--- config.mk ---
export PLATFORM = sky130hd
export DESIGN_NAME = phy_rx_sync_ctrl
export DESIGN_NICKNAME = d
export VERILOG_FILES = /design/src/rtl/phy_pkg.sv /design/src/rtl/phy_rx_shifter.sv /design/src/rtl/phy_rx_sync_ctrl.sv
export SDC_FILE = /design/constraint.sdc
export NUM_CORES = 1
export LEC_CHECK = 0
export CAP_MARGIN = 5
export CORE_ASPECT_RATIO = 0.75
export CORE_UTILIZATION = 45
export DETAILED_ROUTE_END_ITERATION = 10
export MAX_ROUTING_LAYER = met4
export PLACE_DENSITY = 0.74
export SETUP_SLACK_MARGIN = 0.5
export SYNTH_ARGS = -nofsm -noshare
export SYNTH_HDL_FRONTEND = slang
export SYNTH_HIERARCHICAL = 1
export SYNTH_SLANG_ARGS = --single-unit
--- constraint.sdc ---
create_clock -name not_clk_32f -period 3.9 [get_ports not_clk_32f]
set_clock_uncertainty 0.15 [all_clocks]
set_input_delay 0.78 -clock not_clk_32f [delete_from_list [all_inputs] [get_ports not_clk_32f]]
set_output_delay 0.78 -clock not_clk_32f [all_outputs]
set_load 0.1 [all_outputs]
--- src/rtl/phy_pkg.sv ---
// Shared PHY definitions: lane FSM state encoding and the comma symbol.
// Used by the receive synchronizer, the deserializer and the serializer.
package phy_pkg;

  localparam logic [1:0] ST_HUNT   = 2'd0;
  localparam logic [1:0] ST_VERIFY = 2'd1;
  localparam logic [1:0] ST_ACTIVE = 2'd2;

  localparam logic [7:0] COMMA_K = 8'hBC;

  typedef enum logic [1:0] {
    S_HUNT   = ST_HUNT,
    S_VERIFY = ST_VERIFY,
    S_ACTIVE = ST_ACTIVE
  } phy_state_e;

endpackage

--- src/rtl/phy_rx_shifter.sv ---
// Serial input history plus fill counter; presents the 8-bit window that
// includes the bit being sampled on the current edge.
module phy_rx_shifter (
  input  logic       not_clk_32f,
  input  logic       reset,
  input  logic       fill_clr,
  input  logic       data_in,
  output logic [7:0] sym_next,
  output logic       filled
);

  // Only 7 history bits are stored; the live input bit completes the window.
  logic [6:0] sreg;
  logic [3:0] fill_cnt;

  assign sym_next = {sreg, data_in};
  assign filled   = (fill_cnt >= 4'd7);

  always_ff @(posedge not_clk_32f) begin
    if (reset) begin
      sreg     <= '0;
      fill_cnt <= '0;
    end else begin
      sreg <= sym_next[6:0];
      if (fill_clr)
        fill_cnt <= '0;
      else if (fill_cnt != 4'd8)
        fill_cnt <= fill_cnt + 4'd1;
    end
  end

endmodule

--- src/rtl/phy_rx_sync_ctrl.sv ---
// Receive lane synchronizer: comma hunt at any bit offset, lock verification,
// and data byte delivery with idle-timeout loss-of-sync detection.
//
// state    | meaning
// ---------+---------------------------------------------------------------
// S_HUNT   | searching every bit offset for the comma symbol
// S_VERIFY | aligned; counting consecutive commas towards LOCK_COUNT
// S_ACTIVE | locked; delivering non-comma bytes, watching idle timeout
module phy_rx_sync_ctrl
  import phy_pkg::*;
#(
  parameter logic [7:0] COMMA        = COMMA_K,
  parameter int         LOCK_COUNT   = 4,
  parameter int         IDLE_TIMEOUT = 64
) (
  input  logic       not_clk_32f,
  input  logic       reset,
  input  logic       enable,
  input  logic       data_in,
  output logic [7:0] byte_out,
  output logic       byte_valid,
  output logic       sym_strobe,
  output logic       aligned,
  output logic       active,
  output logic       sync_lost,
  output logic [1:0] state
);

  localparam logic [3:0] LOCK_N = 4'(LOCK_COUNT);
  localparam logic [7:0] IDLE_N = 8'(IDLE_TIMEOUT);

  phy_state_e state_q, state_d;
  logic [2:0] bit_cnt_q, bit_cnt_d;
  logic [3:0] comma_cnt_q, comma_cnt_d;
  logic [7:0] idle_cnt_q, idle_cnt_d;
  logic [7:0] byte_out_d;
  logic       byte_valid_d, sym_strobe_d, sync_lost_d;
  logic       fill_clr;

  logic [7:0] sym_next;
  logic       filled;
  logic       is_comma, boundary;
  logic [3:0] comma_inc;
  logic [7:0] idle_inc;

  phy_rx_shifter u_shifter (
    .not_clk_32f (not_clk_32f),
    .reset       (reset),
    .fill_clr    (fill_clr),
    .data_in     (data_in),
    .sym_next    (sym_next),
    .filled      (filled)
  );

  assign is_comma  = (sym_next == COMMA);
  assign boundary  = (bit_cnt_q == 3'd7);
  assign comma_inc = comma_cnt_q + 4'd1;
  assign idle_inc  = idle_cnt_q + 8'd1;

  always_comb begin
    state_d      = state_q;
    bit_cnt_d    = bit_cnt_q;
    comma_cnt_d  = comma_cnt_q;
    idle_cnt_d   = idle_cnt_q;
    byte_out_d   = byte_out;
    byte_valid_d = 1'b0;
    sym_strobe_d = 1'b0;
    sync_lost_d  = 1'b0;
    fill_clr     = 1'b0;

    if (!enable) begin
      state_d     = S_HUNT;
      bit_cnt_d   = '0;
      comma_cnt_d = '0;
      idle_cnt_d  = '0;
      fill_clr    = 1'b1;
    end else begin
      case (state_q)
        S_HUNT: begin
          if (filled && is_comma) begin
            state_d     = S_VERIFY;
            bit_cnt_d   = '0;
            comma_cnt_d = 4'd1;
          end
        end
        S_VERIFY: begin
          bit_cnt_d = bit_cnt_q + 3'd1;
          if (boundary) begin
            sym_strobe_d = 1'b1;
            if (is_comma) begin
              comma_cnt_d = comma_inc;
              if (comma_inc == LOCK_N) begin
                state_d    = S_ACTIVE;
                idle_cnt_d = '0;
              end
            end else begin
              state_d     = S_HUNT;
              bit_cnt_d   = '0;
              comma_cnt_d = '0;
              fill_clr    = 1'b1;
            end
          end
        end
        S_ACTIVE: begin
          bit_cnt_d = bit_cnt_q + 3'd1;
          if (boundary) begin
            sym_strobe_d = 1'b1;
            if (is_comma) begin
              idle_cnt_d = '0;
            end else if (idle_inc < IDLE_N) begin
              byte_out_d   = sym_next;
              byte_valid_d = 1'b1;
              idle_cnt_d   = idle_inc;
            end else begin
              // Timed-out symbol is dropped, not delivered.
              sync_lost_d = 1'b1;
              state_d     = S_HUNT;
              bit_cnt_d   = '0;
              comma_cnt_d = '0;
              idle_cnt_d  = '0;
              fill_clr    = 1'b1;
            end
          end
        end
        default: begin
          state_d  = S_HUNT;
          fill_clr = 1'b1;
        end
      endcase
    end
  end

  always_ff @(posedge not_clk_32f) begin
    if (reset) begin
      state_q     <= S_HUNT;
      bit_cnt_q   <= '0;
      comma_cnt_q <= '0;
      idle_cnt_q  <= '0;
      byte_out    <= '0;
      byte_valid  <= 1'b0;
      sym_strobe  <= 1'b0;
      sync_lost   <= 1'b0;
    end else begin
      state_q     <= state_d;
      bit_cnt_q   <= bit_cnt_d;
      comma_cnt_q <= comma_cnt_d;
      idle_cnt_q  <= idle_cnt_d;
      byte_out    <= byte_out_d;
      byte_valid  <= byte_valid_d;
      sym_strobe  <= sym_strobe_d;
      sync_lost   <= sync_lost_d;
    end
  end

  assign state   = state_q;
  assign aligned = (state_q != S_HUNT);
  assign active  = (state_q == S_ACTIVE);

endmodule

* Yosys cells after proc, flatten, opt, wreduce, memory -nomap -nowiden
Cells that the tools add are included.
** Storage, ports and cells
- Register bits :: 39
- Input bits :: 4
- Output and inout port bits :: 15
- Word-level logic and storage cells :: 89
** Operators by class
- $add $sub $neg :: 4
- Order comparisons :: 2
- Equality and inequality tests :: 14
- Muxes and demuxes :: 38
- Bitwise operators :: 5
- Reductions and logical operators :: 16
** Operator list (count)
- $mux W8 :: 6
- $mux W4 :: 6
- $mux W3 :: 6
- $pmux W8 S2 :: 1
- $mux W2 :: 7
- $ne A2 B2 Y1 const B :: 6
- $pmux W4 S3 :: 1
- $reduce_and A6 Y1 :: 2
- $reduce_and A5 Y1 :: 2
- $pmux W3 S3 :: 1
- $add A4 B1 Y4 const B :: 2
- $add A8 B1 Y8 const B :: 1
- $eq A8 B8 Y1 const B :: 1
- $lt A8 B7 Y1 const B :: 1
- $mux W1 :: 8
- $pmux W2 S3 :: 1
- $reduce_or A2 Y1 :: 3
- $reduce_or A3 Y1 :: 2
- $not A1 Y1 :: 5
- $reduce_or A5 Y1 :: 1
- $eq A4 B3 Y1 const B :: 1
- $ge A4 B3 Y1 const B :: 1
- $ne A4 B4 Y1 const B :: 1
- $reduce_bool A2 Y1 :: 2
- 11 further kinds :: 11

* Logic depth before layout (Yosys ltp)
- Depth after elaboration :: 8
- Mapped depth :: 8

* Cells and area by module
Netlist, hierarchy kept.
** By module, submodules not included
- phy_rx_sync_ctrl :: instances 1, cells each 175, area an instance 1599.0 um2
- phy_rx_shifter :: instances 1, cells each 37, area an instance 409.1 um2

* Worst setup path after synthesis
OpenSTA, ideal clock, no wires.
- Path type :: register to register
- Start point :: register state_q[1] (netlist: state[1])
- End point :: register idle_cnt_q[5]
- Arrival :: 3279 ps
- Path slack :: 412 ps
- Stages on the path, launching flop included :: 7
- Path buffers :: 0
- Cells stage by stage :: dfxtp_1 > ha_1 > inv_1 > or3_1 > a311oi_2 > nor4b_2 > a211o_1
** Between the ends
- Cells in the longest elaborated chain, start to end :: 3
** Ends and longest elaborated chain
- from (decl) :: line phy_rx_sync_ctrl.sv:32 : phy_state_e state_q, state_d;
- from (signal assigned) :: line phy_rx_sync_ctrl.sv:144 : state_q <= state_d;
- $eq A2 B2 Y1 *
- via active :: line phy_rx_sync_ctrl.sv:24 : output logic active,
- $ne A2 B1 Y1 (no line) / $reduce_bool A2 Y1 (equally long branches)
- $reduce_and A5 Y1 (no line)
- to (signal assigned) :: line phy_rx_sync_ctrl.sv:147 : idle_cnt_q <= idle_cnt_d;
- to (decl) :: line phy_rx_sync_ctrl.sv:35 : logic [7:0] idle_cnt_q, idle_cnt_d;
The timed path passes the listed nets; every way through them passes the cells marked *.
A chain may end at the register's enable or synchronous reset.

* Final worst setup path
- Start point :: register idle_cnt_q[0]
- End point :: register byte_out[2]
** Between the ends
- Cells in the longest elaborated chain, start to end :: 3
** Ends and longest elaborated chain
- $add A8 B1 Y8 :: line phy_rx_sync_ctrl.sv:58 : assign idle_inc = idle_cnt_q + 8'd1;
- $lt A8 B7 Y1 :: line phy_rx_sync_ctrl.sv:110 : end else if (idle_inc < IDLE_N) begin
- $reduce_and A5 Y1 (no line)
- to (signal assigned) :: line phy_rx_sync_ctrl.sv:148 : byte_out <= byte_out_d;
- to (decl) :: line phy_rx_sync_ctrl.sv:20 : output logic [7:0] byte_out,
No other way between the ends.

==> impl_metrics.tcl <==
set metrics [dict create \
    startpoint "idle_cnt_q[0]" \
    antenna_found_initial 0 \
    switching_power_w 0.000144 \
    synth.avg_cell_area_um2 9.47 \
    p_per_area_nw_per_um2 300 \
    layout.cells.most_common "dfxtp_1" \
    seqPwrFrac_pct 58.3 \
    rsz0062_at_grt "no" \
    die_h_um 59.9 \
    vias_per_cell 5.59 \
    postCtsSetupRepairBufs 0 \
    dp_cells 278 \
    synth_top_family_by_area "simple AND/OR/NAND/NOR gates" \
    grt_pass1_vias 1500 \
    cts_root_buf "clkbuf_8" \
    row_count 20 \
    period_minus_slack_ns 2.90 \
    start_util_pct 48.3 \
    drive_above_1_share_pct 10.9 \
    hold_viol_final 0 \
    fp.dieArea_um2 4740 \
    vdd_ir_drop_max_mv 0.182 \
    synthMuxAreaShare_pct 5.55 \
    min_path_type "reg -> reg" \
    core_area_um2 4150 \
    worstHoldPathCells 2 \
    ctsHoldBuffers 0 \
    p_sw_share_pct 20.9 \
    yosysSeqAreaShare_pct 38.9 \
    dpl_cell_area_um2 2220 \
    post-route-period-util_pct 74.4 \
    critPathCapture "byte_out[2]" \
    r2r-start "idle_cnt_q[0]" \
    crit_arrival_ns 2.92 \
    start_kind "flip-flop" \
    grt_max_degree 18 \
    synth-edff-count 0 \
    vias 1592 \
    timing.rr.end "byte_out[2]" \
    fill_cells 396 \
    required_ns 3.92 \
    synthSimpleGateAreaFrac_pct 26.6 \
    ios 19 \
    ff2ff_path_depth 6 \
    leakage_nw 0.855 \
    crit_buf_inv 0 \
    worst-path-stages 6 \
    worst_pin_slew_ns 0.987 \
    portBuffers 18 \
    critPathMaxFanout 9 \
    top_usage_layer "met2" \
    clock.fmax_mhz 345 \
    drcViolationCount 0 \
    timing.reg2reg.setup_slack_ns 1.0 \
    synthArstFlopShare_pct 0 \
    synth_cells 212 \
    most-common-layout-cells "dfxtp_1 (39), nor2_1 (18), nand2_1 (16), clkdlybuf4s50_1 (16), nor2b_1 (14)" \
    synth_area_leaders "dfxtp_1 (39%), ha_1 (6.9%), mux2i_1 (5.0%), nor2b_1 (4.4%), nor2_1 (3.4%)" \
    antenna_left 0 \
    clk_pin_slew_ns 0.07 \
    crit_path_end_kind "flip-flop" \
    synth_fa_ha_area_share_pct 6.85 \
    path_cells "ha_1, nand3_2, or4b_1, a311oi_2, mux2i_1, nor2_1" \
    p_total_w 0.000692 \
    routed_wl_mm 4.14 \
    combPwrFrac_pct 3.0 \
    slew_viol_final 0 \
    use_met1_pct 27.6 \
    p_clk_share_pct 38.7 \
    final_cells 285 \
    cts_resized 0 \
    yosys.area.top_type "dfxtp_1" \
    final_cell_area_um2 2300 \
    use_met2_pct 28.8 \
    wl_per_cell_um 14.5 \
    yosys_warnings 6 \
    cts.sinks 39 \
    fin_nets 245 \
    syn2layout_area_growth_pct 14.8 \
    cpPeakStageDelay_ns 0.85 \
    clk-insertion-delay-late_ns 0.29 \
    slew_headroom_pct 34.2 \
    diodes 0 \
    critPathSlowestCell "a311oi_2" \
    synth_ff_type "dfxtp_1" \
    grt_pass1_wl_mm 6.93 \
    synth_xor_xnor_area_share_pct 0.872 \
    tritoncts "yes" \
    dr.pass1.iters 4 \
    outcome "finished clean" \
    cts_buffer_depth 2 \
    yosysUniqueCellTypes 58 \
    drv_cap 0 \
    syn_area_um2 2010 \
    use_met3_pct 4.12 \
    cts_buffers 5 \
    synth-compound-area-share_pct 17.3 \
    drt_iter0_markers 119 \
    intPower_w 0.000548 \
    yosysTopAreaCellShare_pct 38.9 \
    gr-total-overflow 0 \
    gpl.final_weighted_congestion 0.872 \
    die_w_um 79.1 \
    hpwl_mm 2.98 \
    hp-start "bit_cnt_q[2]" \
    regArea_um2 781 \
    fin_setup_tns_ns 0 \
    crit_type "reg -> reg" \
    htreeDepth 2 \
    critical_path.top_delay_family "simple AND/OR/NAND/NOR gates" \
    synth-seq-cells 39 \
    syn-num-nets 227 \
    multi_input_area_um2 1150 \
    grt_use_total_pct 20.2 \
    setup_violations 0 \
]
-- worst min-delay path by stage --
stage                   endpoint  slack (ns)
floorplan           bit_cnt_q[2]        0.30
global placement    bit_cnt_q[2]        0.32
global route        bit_cnt_q[1]        0.35
finish              bit_cnt_q[2]        0.33
CTS                 bit_cnt_q[2]        0.33
detailed placement  bit_cnt_q[2]        0.32
-- power groups by stage --
stage | logic [W] | registers (W) | clock network (W)
detailed placement | 0.0000211 | 0.000412 | 0
global placement | 0.0000201 | 0.000412 | 0
floorplan | 0.0000136 | 0.000412 | 0
finish | 0.0000210 | 0.000403 | 0.000268
CTS | 0.0000212 | 0.000403 | 0.000273
global route | 0.0000231 | 0.000403 | 0.000288
-- tightest hold or removal path, cell delays in order, from the launching register on --
cell and delay (ns):
dfxtp_1 0.31, nand2_1 0.05, o22ai_1 0.06
-- area by class of cell --
class                   count  share of cell area [%]
clock inverters             1                   0.217
flip-flops and latches     39                    33.9
multi-input cells         157                    49.9
well taps                  55                    2.99
clock buffers               6                    3.58
repair buffers             20                    8.25
inverters                   7                    1.14
-- cells by family after synthesis --
| group | after synthesis |
|---|---|
| buffers and inverters | 16 |
| adder cells (fa/ha/maj) | 11 |
| multiplexers | 11 |
| AO/OA/AOI/OAI | 42 |
| XOR/XNOR | 2 |
| flip-flops | 39 |
| AND/OR/NAND/NOR | 91 |
-- metal layers --
metal  wire, um  vias up  part of all wire, %
met1       2140      733                   52
met5          0        -                    0
met2       1700       49                   41
met4         33        0                 0.80
li1           -      805                    -
met3        268        5                  6.5
-- cells in the mapped netlist (2+ instances only) --
cell type,n
dfxtp_1,39
nor2_1,18
nand2_1,16
nor2b_1,14
ha_1,11
mux2i_1,10
inv_1,7
a21oi_1,6
clkbuf_1,6
nand3_1,6
a211o_1,5
nor3_1,5
and3_1,4
nand2b_1,4
o21ai_0,4
nand4_1,3
nor3b_1,3
o21ai_1,3
a311oi_2,2
a31o_1,2
and2_1,2
buf_6,2
nand3_2,2
o22ai_1,2
o311ai_1,2
o31ai_1,2
-- state kept, by name, summed over array words and instances (netlist names) --
| signal | count |
|---|---|
| bit_cnt_q | 3 |
| byte_out | 8 |
| byte_valid | 1 |
| comma_cnt_q | 4 |
| idle_cnt_q | 8 |
| state | 2 |
| sym_strobe | 1 |
| sync_lost | 1 |
| u_shifter/fill_cnt | 4 |
| u_shifter/sreg | 7 |
-- through the flow --
stage	setup slack, ns	hold slack, ns	utilization [%]
3_3_place_gp	0.763	0.316	53.4
6_report	0.997	0.326	55.5
4_1_cts	1.02	0.328	55.5
5_1_grt	0.834	0.347	55.5
3_5_place_dp	0.760	0.316	53.4
2_1_floorplan	0.741	0.301	-
(Power assumes the default switching activity.)
